[src/rtl/aec_expr_tx.sv]
// Transmit side of the expression-calculator character interface: buffers one ASCII
// expression, streams it to the calculator and captures the result. Optional pre-scan: AEC_TX_ERRCHK_EN.
module aec_expr_tx #(
  parameter int BUF_DEPTH = 64,
  parameter int TIMEOUT   = 1024
) (
  input  logic        clk,
  input  logic        rst,
  input  logic        wr_en,
  input  logic [7:0]  wr_data,
  input  logic        start,
  output logic        busy,
  output logic        done,
  output logic [31:0] result_out,
  output logic        timeout_err,
  output logic        overflow,
`ifdef AEC_TX_ERRCHK_EN
  output logic        chk_err,
`endif
  output logic        aec_ready,
  output logic [7:0]  aec_ascii,
  input  logic        aec_finish,
  input  logic [31:0] aec_result
);

  localparam int PW = $clog2(BUF_DEPTH) + 1;
  localparam int AW = (BUF_DEPTH > 1) ? $clog2(BUF_DEPTH) : 1;
  localparam int CW = (TIMEOUT > 1) ? $clog2(TIMEOUT) : 1;
  localparam logic [PW-1:0] FULL      = PW'(BUF_DEPTH);
  localparam logic [CW-1:0] WAIT_LAST = CW'(TIMEOUT - 1);
  localparam logic [7:0]    EQ        = 8'h3D;

  typedef enum logic [2:0] {
    S_IDLE,
    S_CHECK,
    S_SEND,
    S_WAIT,
    S_DONE
  } state_t;

  state_t          state_q, state_d;
  logic [PW-1:0]   wr_ptr_q, wr_ptr_d;
  logic [PW-1:0]   rd_ptr_q, rd_ptr_d;
  logic [CW-1:0]   wait_q, wait_d;
  logic            busy_q, busy_d;
  logic            done_q, done_d;
  logic [31:0]     result_q, result_d;
  logic            timeout_q, timeout_d;
  logic            overflow_q, overflow_d;
  logic            ready_q, ready_d;
  logic [7:0]      ascii_q, ascii_d;
  logic            eq_q, eq_d;
  logic            buf_we;
  logic [7:0]      char_buf_q [BUF_DEPTH];

  logic [PW-1:0]   rd_next;
  logic [7:0]      first_char;
  logic [7:0]      next_char;

`ifdef AEC_TX_ERRCHK_EN
  logic [PW-1:0]   depth_q, depth_d, depth_n;
  logic            chk_err_q, chk_err_d;
  logic            chk_bad, chk_end, is_plain;
  logic [7:0]      cur_char;
`endif

  assign rd_next    = rd_ptr_q + 1'b1;
  assign first_char = char_buf_q[0];
  assign next_char  = char_buf_q[rd_next[AW-1:0]];

  // Output registers are loaded with the values for the state being entered, so
  // aec_ascii/aec_ready line up with the SEND cycle that owns rd_ptr_q.
  always_comb begin
    state_d    = state_q;
    wr_ptr_d   = wr_ptr_q;
    rd_ptr_d   = rd_ptr_q;
    wait_d     = wait_q;
    result_d   = result_q;
    timeout_d  = timeout_q;
    overflow_d = overflow_q;
    eq_d       = eq_q;
    busy_d     = 1'b0;
    done_d     = 1'b0;
    ready_d    = 1'b0;
    ascii_d    = 8'h00;
    buf_we     = 1'b0;
`ifdef AEC_TX_ERRCHK_EN
    depth_d    = depth_q;
    chk_err_d  = chk_err_q;
    depth_n    = depth_q;
    chk_bad    = 1'b0;
    chk_end    = 1'b0;
    is_plain   = 1'b0;
    cur_char   = char_buf_q[rd_ptr_q[AW-1:0]];
`endif

    case (state_q)
      S_IDLE: begin
        if (wr_en) begin
          if (wr_ptr_q < FULL) begin
            buf_we   = 1'b1;
            wr_ptr_d = wr_ptr_q + 1'b1;
          end else begin
            overflow_d = 1'b1;
          end
        end else if (start && (wr_ptr_q != '0)) begin
          timeout_d  = 1'b0;
          overflow_d = 1'b0;
          rd_ptr_d   = '0;
          busy_d     = 1'b1;
`ifdef AEC_TX_ERRCHK_EN
          chk_err_d  = 1'b0;
          depth_d    = '0;
          state_d    = S_CHECK;
`else
          ready_d    = 1'b1;
          ascii_d    = first_char;
          eq_d       = (first_char == EQ);
          state_d    = S_SEND;
`endif
        end
      end

`ifdef AEC_TX_ERRCHK_EN
      S_CHECK: begin
        busy_d   = 1'b1;
        is_plain = ((cur_char >= 8'h30) && (cur_char <= 8'h39)) ||
                   ((cur_char >= 8'h61) && (cur_char <= 8'h66)) ||
                   (cur_char == 8'h2A) || (cur_char == 8'h2B) || (cur_char == 8'h2D);
        if (cur_char == 8'h28) begin
          depth_n = depth_q + 1'b1;
        end else if (cur_char == 8'h29) begin
          if (depth_q == '0) chk_bad = 1'b1;
          else               depth_n = depth_q - 1'b1;
        end else if (cur_char == EQ) begin
          chk_end = 1'b1;
        end else if (!is_plain) begin
          chk_bad = 1'b1;
        end
        if (rd_next == wr_ptr_q) chk_end = 1'b1;

        if (chk_bad || (chk_end && (depth_n != '0))) begin
          chk_err_d = 1'b1;
          result_d  = 32'd0;
          busy_d    = 1'b0;
          done_d    = 1'b1;
          state_d   = S_DONE;
        end else if (chk_end) begin
          rd_ptr_d  = '0;
          ready_d   = 1'b1;
          ascii_d   = first_char;
          eq_d      = (first_char == EQ);
          state_d   = S_SEND;
        end else begin
          rd_ptr_d  = rd_next;
          depth_d   = depth_n;
        end
      end
`endif

      S_SEND: begin
        busy_d = 1'b1;
        // Finish may arrive combinationally while '=' is on the bus.
        if (eq_q) begin
          if (aec_finish) begin
            result_d = aec_result;
            busy_d   = 1'b0;
            done_d   = 1'b1;
            state_d  = S_DONE;
          end else begin
            wait_d   = '0;
            state_d  = S_WAIT;
          end
        end else begin
          rd_ptr_d = rd_next;
          if (rd_next < wr_ptr_q) begin
            ascii_d = next_char;
            eq_d    = (next_char == EQ);
          end else begin
            ascii_d = EQ;
            eq_d    = 1'b1;
          end
        end
      end

      S_WAIT: begin
        busy_d = 1'b1;
        if (aec_finish) begin
          result_d = aec_result;
          busy_d   = 1'b0;
          done_d   = 1'b1;
          state_d  = S_DONE;
        end else if (wait_q == WAIT_LAST) begin
          timeout_d = 1'b1;
          result_d  = 32'd0;
          busy_d    = 1'b0;
          done_d    = 1'b1;
          state_d   = S_DONE;
        end else begin
          wait_d = wait_q + 1'b1;
        end
      end

      S_DONE: begin
        wr_ptr_d = '0;
        state_d  = S_IDLE;
      end

      default: begin
        state_d = S_IDLE;
      end
    endcase
  end

  always_ff @(posedge clk) begin
    if (rst) begin
      state_q    <= S_IDLE;
      wr_ptr_q   <= '0;
      rd_ptr_q   <= '0;
      wait_q     <= '0;
      busy_q     <= 1'b0;
      done_q     <= 1'b0;
      result_q   <= 32'd0;
      timeout_q  <= 1'b0;
      overflow_q <= 1'b0;
      ready_q    <= 1'b0;
      ascii_q    <= 8'h00;
      eq_q       <= 1'b0;
`ifdef AEC_TX_ERRCHK_EN
      depth_q    <= '0;
      chk_err_q  <= 1'b0;
`endif
    end else begin
      state_q    <= state_d;
      wr_ptr_q   <= wr_ptr_d;
      rd_ptr_q   <= rd_ptr_d;
      wait_q     <= wait_d;
      busy_q     <= busy_d;
      done_q     <= done_d;
      result_q   <= result_d;
      timeout_q  <= timeout_d;
      overflow_q <= overflow_d;
      ready_q    <= ready_d;
      ascii_q    <= ascii_d;
      eq_q       <= eq_d;
`ifdef AEC_TX_ERRCHK_EN
      depth_q    <= depth_d;
      chk_err_q  <= chk_err_d;
`endif
    end
  end

  // Buffer contents survive reset and transactions; only wr_ptr defines validity.
  always_ff @(posedge clk) begin
    if (buf_we) char_buf_q[wr_ptr_q[AW-1:0]] <= wr_data;
  end

  assign busy        = busy_q;
  assign done        = done_q;
  assign result_out  = result_q;
  assign timeout_err = timeout_q;
  assign overflow    = overflow_q;
  assign aec_ready   = ready_q;
  assign aec_ascii   = ascii_q;
`ifdef AEC_TX_ERRCHK_EN
  assign chk_err     = chk_err_q;
`endif

endmodule

[config.mk]
export PLATFORM = sky130hd
export DESIGN_NAME = aec_expr_tx
export DESIGN_NICKNAME = d
export VERILOG_FILES = /design/src/rtl/aec_expr_tx.sv
export SDC_FILE = /design/constraint.sdc
export NUM_CORES = 1
export LEC_CHECK = 0
export CORE_ASPECT_RATIO = 1.5
export CORE_MARGIN = 3
export CORE_UTILIZATION = 30
export DETAILED_ROUTE_END_ITERATION = 12
export MAX_ROUTING_LAYER = met4
export PLACE_DENSITY = 0.57
export SLEW_MARGIN = 30
export SYNTH_ARGS = -nofsm -noshare
export SYNTH_HDL_FRONTEND = slang
export SYNTH_SLANG_ARGS = --single-unit
[constraint.sdc]
create_clock -name clk -period 3 [get_ports clk]
set_clock_uncertainty 0.05 [all_clocks]
set_input_delay 0.6 -clock clk [delete_from_list [all_inputs] [get_ports clk]]
set_output_delay 0.6 -clock clk [all_outputs]
set_load 0.01 [all_outputs]
==> results.py, run 1 <==
metrics = {
    "sta": {
        "timing.hold.ws_ns": 0.310,
        "rsz0062_at_grt": "false",
        "fmax_mhz": 344,
        "finalHoldViolCount": 0,
        "relSlewSlack_pct": 44.3,
        "drv_slew": 0,
        "tightest_slew_ns": 0.836,
        "finalCriticalPeriod_ns": 2.91,
        "finalSetupViolations": 0,
        "setup_tns_ns": 0,
        "fin_crit_sh_pct": 97.0,
    },
    "synthesis": {
        "syn_nets": 1457,
        "synthArstFlopShare_pct": 0,
        "ys_ff_latch": 585,
        "avgSynthCellArea_um2": 16.6,
        "synth-edff-count": 512,
        "postSynthCellCount": 1402,
        "synth_warnings": 0,
        "synth.area.mux_share_pct": 12.2,
        "synth_top_family_by_area": "multiplexers",
        "synth_cell_types": 68,
        "synth_compound_area_share_pct": 4.28,
        "yosysSeqAreaShare_pct": 72.2,
        "synth_xor_area_share_pct": 0.794,
        "synthFlopType": "edfxtp_1",
        "syn-cell-area_um2": 23300,
        "post_synth_fa_ha_maj_area_fraction_pct": 0.536,
        "synth-simple-area-share_pct": 7.60,
    },
    "global_routing": {
        "grt_antenna_before_repair": 2,
        "grt_pass1_wl_mm": 91.0,
        "grtUsageTotal_pct": 15.3,
        "grt_pass1_vias": 13858,
        "grt_max_degree": 65,
        "grt_overflow_total": 0,
    },
    "clocking": {
        "ctsHoldBuffers": 0,
        "cts-htree-levels": 2,
        "cts_tree": "yes",
        "clock-root-buffer": "clkbuf_16",
        "cts_buffer_depth": 3,
        "clk_latency_ns": 0.59,
        "numCtsBuffers": 50,
        "clkSinkCount": 585,
        "clk_pin_slew_ns": 0.08,
        "cts_resized": 0,
        "postCtsSetupBuffers": 0,
    },
    "critical_path": {
        "cp_common_cell": "buf_4",
        "timing.rr.start": "rd_ptr_q[0]",
        "max_stage_delay_ns": 0.36,
        "crit_required_ns": 3.43,
        "crit_path_top_delay_cell": "dfxtp_4",
        "path_max_fanout": 6,
        "startpoint": "rd_ptr_q[0]",
        "r2r-end": "aec_ascii[3]",
        "crit_chain": "ha_4 -> buf_4 -> buf_4 -> mux4_2 -> nand2_1 -> nand3_1 -> a21oi_1 -> a311oi_1 -> buf_4 -> a31oi_1 -> a31oi_1 -> a21o_1",
        "cp-start-kind": "flop",
        "ff2ff_path_depth": 12,
        "crit_type": "reg2reg",
        "cp-end-kind": "flop",
        "arrival_ns": 3.34,
        "endpoint": "aec_ascii[3]",
        "r2r_setup_slack_ns": 0.09,
    },
    "route": {
        "postRouteAntennaNets": 0,
        "wl_per_cell_um": 22.9,
        "drt_iter0_markers": 1117,
        "viasPerCell": 4.97,
        "drc": 0,
        "num_vias": 13225,
        "drt_wl_total_mm": 60.9,
        "firstDrtPassIters": 5,
    },
    "layout": {
        "multi_input_area_um2": 5960,
        "nNetsFinal": 1666,
        "fill_cells": 7228,
        "layout-drive-gt1-share_pct": 22.5,
        "syn_to_final_growth_pct": 20.0,
        "seqCellArea_um2": 16800,
        "layout_commonest_cell": "edfxtp_1",
        "layout_common_cells": "edfxtp_1 (512), nand2_1 (160), buf_4 (129), mux4_2 (110), nor2_1 (105)",
    },
    "power_and_ir_drop": {
        "p_per_area_nw_per_um2": 611,
        "ir_drop_mv": 0.452,
        "p_leak_nw": 8.84,
    },
    "floorplanning": {
        "die_area_um2": 81200,
        "start_util_pct": 30.4,
        "boundaryPins": 90,
        "dieWidth_um": 234,
        "die_h_um": 347,
        "core_region_area_um2": 76600,
        "fp-row-count": 124,
    },
    "min_path": {
        "min_from": "rst",
        "hold_class": "in2reg",
    },
    "place": {
        "place_hpwl_mm": 41.1,
        "gp_congestion": 0.872,
        "port_buffers": 89,
    },
    "flow_run": {
        "maxCapViolations": 0,
    },
    "status": {
        "status": "finished clean",
    },
}
-- worst max-delay path: cells and delay by family (launching register included) --
family | cells | cell delay, ns
buffers and inverters | 3 | 0.55
AOI/OAI and AO/OA | 5 | 1.03
and+or+nand+nor | 2 | 0.17
adders and majority gates | 1 | 0.36
muxes | 1 | 0.29
DFF | 1 | 0.36
-- report_power, final --
group	internal, mW	switching, mW	total [mW]
Sequential	8.90	0.0428	8.94
Clock	3.69	2.94	6.62
Combinational	0.685	0.842	1.53
Total	13.3	3.82	17.1
-- sequential cells by signal, indices dropped and copies added, names as in the netlist, 3 cells and up --
register / count
wait_q: 10
wr_ptr_q: 7
result_out: 32
aec_ascii: 8
rd_ptr_q: 7
state_q: 3
char_buf_q: 512
-- per-layer routing --
metal / vias to the layer above / GRT usage (%) / part of all wire [%]
met4: 0 / 6.81 / 4.9
met2: 420 / 27.5 / 53
met5: - / - / 0
met1: 6785 / 17.0 / 37
li1: 5883 / - / -
met3: 137 / 1.71 / 4.6
-- through the flow --
stage	utilization, %	area, um^2	setup WS (ns)	power [mW]	std cells
finish	36.5	28000	0.0904	17.1	2660
global route	36.5	28000	0.000202	17.7	2660
CTS	36.5	28000	0.0615	17.3	2658
detailed placement	34.3	26300	0.0797	10.7	2567
global placement	34.3	26300	0.0149	10.7	2567
floorplan	-	23300	0.0569	9.95	1402
-- final cells by class --
class                   instances  share of cell area, %
flip-flops and latches        585                   60.2
multi-input cells             720                   21.3
repair buffers                237                   7.84
clock buffers                  58                   4.73
well taps                    1008                   4.51
clock inverters                33                   1.18
inverters                      17                  0.237
diodes                          2                 0.0179
-- cells in the mapped netlist (17+ instances only) --
cell      instances  area (um^2)
a21oi_1          48          240
a32oi_1          18          158
buf_2            18         90.1
buf_4            22          165
clkbuf_1         28          105
dfxtp_1          73         1460
edfxtp_1        512        15400
mux2i_1          36          360
mux4_2          110         2480
nand2_1         160          601
nand3_1          82          410
nor2_1          105          394
o21ai_0          17         85.1
-- kinds of logic (layout without fill, tap and decap cells) --
family | Yosys count | count (layout)
flops | 585 | 585
other cells | 0 | 2
xor+xnor | 16 | 16
fa+ha+maj | 10 | 10
buf+inv | 97 | 345
simple gates | 402 | 402
compound gates | 145 | 145
mux | 147 | 147
-- worst min path at each step --
stage | to | slack, ns | depth (start not counted)
2_1_floorplan | aec_ascii[5] | 0.40 | 2
3_3_place_gp | result_out[12] | 0.39 | 2
3_5_place_dp | result_out[10] | 0.39 | 2
4_1_cts | busy | 0.29 | 2
5_1_grt | busy | 0.31 | 2
6_report | rd_ptr_q[3] | 0.31 | 2
(Power assumes the default switching activity.)
==> run 2, diff against run 1 <==
Settings changed: PLACE_DENSITY 0.57 to unset, PLACE_DENSITY_LB_ADDON set to 0.25.
==> results.py, run 2 (same netlist as run 1, synthesis figures left out) <==
metrics = {
    "route": {
        "viasPerCell": 4.92,
        "wl_per_cell_um": 23.4,
        "drc": 0,
        "drt_iter0_markers": 859,
        "drt_wl_total_mm": 62.4,
        "num_vias": 13105,
        "postRouteAntennaNets": 0,
        "firstDrtPassIters": 5,
    },
    "clocking": {
        "clk_pin_slew_ns": 0.07,
        "numCtsBuffers": 51,
        "cts_buffer_depth": 3,
        "clock-root-buffer": "clkbuf_16",
        "clkSinkCount": 585,
        "cts-htree-levels": 2,
        "postCtsSetupBuffers": 0,
        "clk_latency_ns": 0.59,
        "cts_tree": "yes",
        "ctsHoldBuffers": 0,
    },
    "global_routing": {
        "grt_pass1_vias": 13689,
        "grtUsageTotal_pct": 15.8,
        "grt_antenna_before_repair": 0,
        "grt_pass1_wl_mm": 92.7,
        "grt_overflow_total": 0,
        "grt_max_degree": 65,
    },
    "sta": {
        "rsz0062_at_grt": "false",
        "drv_slew": 0,
        "fin_crit_sh_pct": 95.6,
        "relSlewSlack_pct": 47.2,
        "tightest_slew_ns": 0.792,
        "fmax_mhz": 349,
        "finalHoldViolCount": 0,
        "finalCriticalPeriod_ns": 2.87,
        "worst_slack_ns": 0.132,
        "finalSetupViolations": 0,
    },
    "floorplanning": {
        "fp-row-count": 124,
        "die_area_um2": 81200,
        "start_util_pct": 30.4,
        "core_region_area_um2": 76600,
        "die_h_um": 347,
        "boundaryPins": 90,
        "dieWidth_um": 234,
    },
    "layout": {
        "syn_to_final_growth_pct": 20.1,
        "postLayoutCoreUtil_pct": 36.5,
        "nNetsFinal": 1671,
        "instances_no_fill": 2665,
        "largest_reg_flops": 512,
        "layout-drive-gt1-share_pct": 22.4,
        "layout_commonest_cell": "edfxtp_1",
        "fill_cells": 7217,
        "diodes": 0,
        "layout_common_cells": "edfxtp_1 (512), nand2_1 (160), buf_4 (136), mux4_2 (110), nor2_1 (105)",
    },
    "place": {
        "pre_cts_slack_ns": -0.0836,
        "port_buffers": 89,
        "dp_cells": 2571,
        "gp_congestion": 0.895,
        "place_hpwl_mm": 42.6,
    },
    "critical_path": {
        "crit_required_ns": 3.43,
        "r2r_setup_slack_ns": 0.13,
        "path_max_fanout": 31,
        "crit_type": "reg2reg",
        "cp-end-kind": "flop",
        "ff2ff_path_depth": 10,
        "arrival_ns": 3.29,
        "cp-start-kind": "flop",
    },
    "power_and_ir_drop": {
        "p_leak_nw": 8.85,
        "seqPwrFrac_pct": 52.2,
        "ir_drop_mv": 0.398,
        "switching_share_pct": 22.3,
        "clkPwrFrac_pct": 39.0,
        "p_sw_mw": 3.82,
        "power_mw": 17.2,
        "p_per_area_nw_per_um2": 612,
        "intPower_mw": 13.3,
        "pwr-share-comb_pct": 8.8,
    },
    "flow_run": {
        "maxCapViolations": 0,
    },
    "min_path": {
        "whs_path_depth": 2,
        "hold_class": "in2reg",
    },
    "status": {
        "status": "finished clean",
    },
}
-- run 2: cell type report --
| type | count | area, um^2 | area share, % |
|---|---|---|---|
| repair buffers | 241 | 2190 | 7.81 |
| flip-flops and latches | 585 | 16800 | 60.1 |
| inverters | 17 | 66.3 | 0.237 |
| multi-input cells | 720 | 5970 | 21.3 |
| clock buffers | 61 | 1360 | 4.84 |
| well taps | 1008 | 1260 | 4.50 |
| clock inverters | 33 | 335 | 1.20 |
-- run 2: through the flow --
step	hold slack, ns	setup TNS [ns]	area (um^2)
3_5_place_dp	0.394	-2.24	26300
5_1_grt	0.356	0	28000
3_3_place_gp	0.387	-2.09	26300
6_report	0.339	0	28000
2_1_floorplan	0.404	0	23300
4_1_cts	0.308	0	28000
-- run 2: worst max-delay path: stages, from the launching register on --
cell	delay, ns
dfxtp_4	0.38
buf_12	0.27
and3_4	0.28
and3_4	0.22
xnor2_4	0.21
inv_2	0.15
buf_4	0.23
a221oi_1	0.37
a22o_1	0.25
nor3_1	0.05
o21ai_0	0.29
-- run 2: layer usage --
layer,global-route usage [%],routed length [um],vias to the layer above
met5,-,0,-
met4,6.09,2490,0
met3,2.00,2860,123
li1,-,-,5896
met2,27.9,33000,379
met1,18.3,24100,6707
-- run 2: repair_timing --
item                       in CTS  in global routing
hold endpoints to repair        0                  0
resized for setup               2                  1
cloned                          0                  0
setup endpoints to repair       1                  1
-- run 2: final timing paths --
path                                     from       endpoint
worst min register to register  result_out[9]  result_out[9]
worst max-delay path              rd_ptr_q[0]   aec_ascii[0]
worst min-delay path                      rst      wait_q[1]
worst max register to register    rd_ptr_q[0]   aec_ascii[0]
-- run 2: power groups by stage --
| stage | clock [mW] | combinational (mW) | sequential, mW |
|---|---|---|---|
| detailed placement | 0 | 1.53 | 9.13 |
| global route | 7.18 | 1.63 | 8.95 |
| global placement | 0 | 1.53 | 9.12 |
| CTS | 6.87 | 1.54 | 8.95 |
| finish | 6.70 | 1.51 | 8.95 |
| floorplan | 0 | 0.827 | 9.12 |
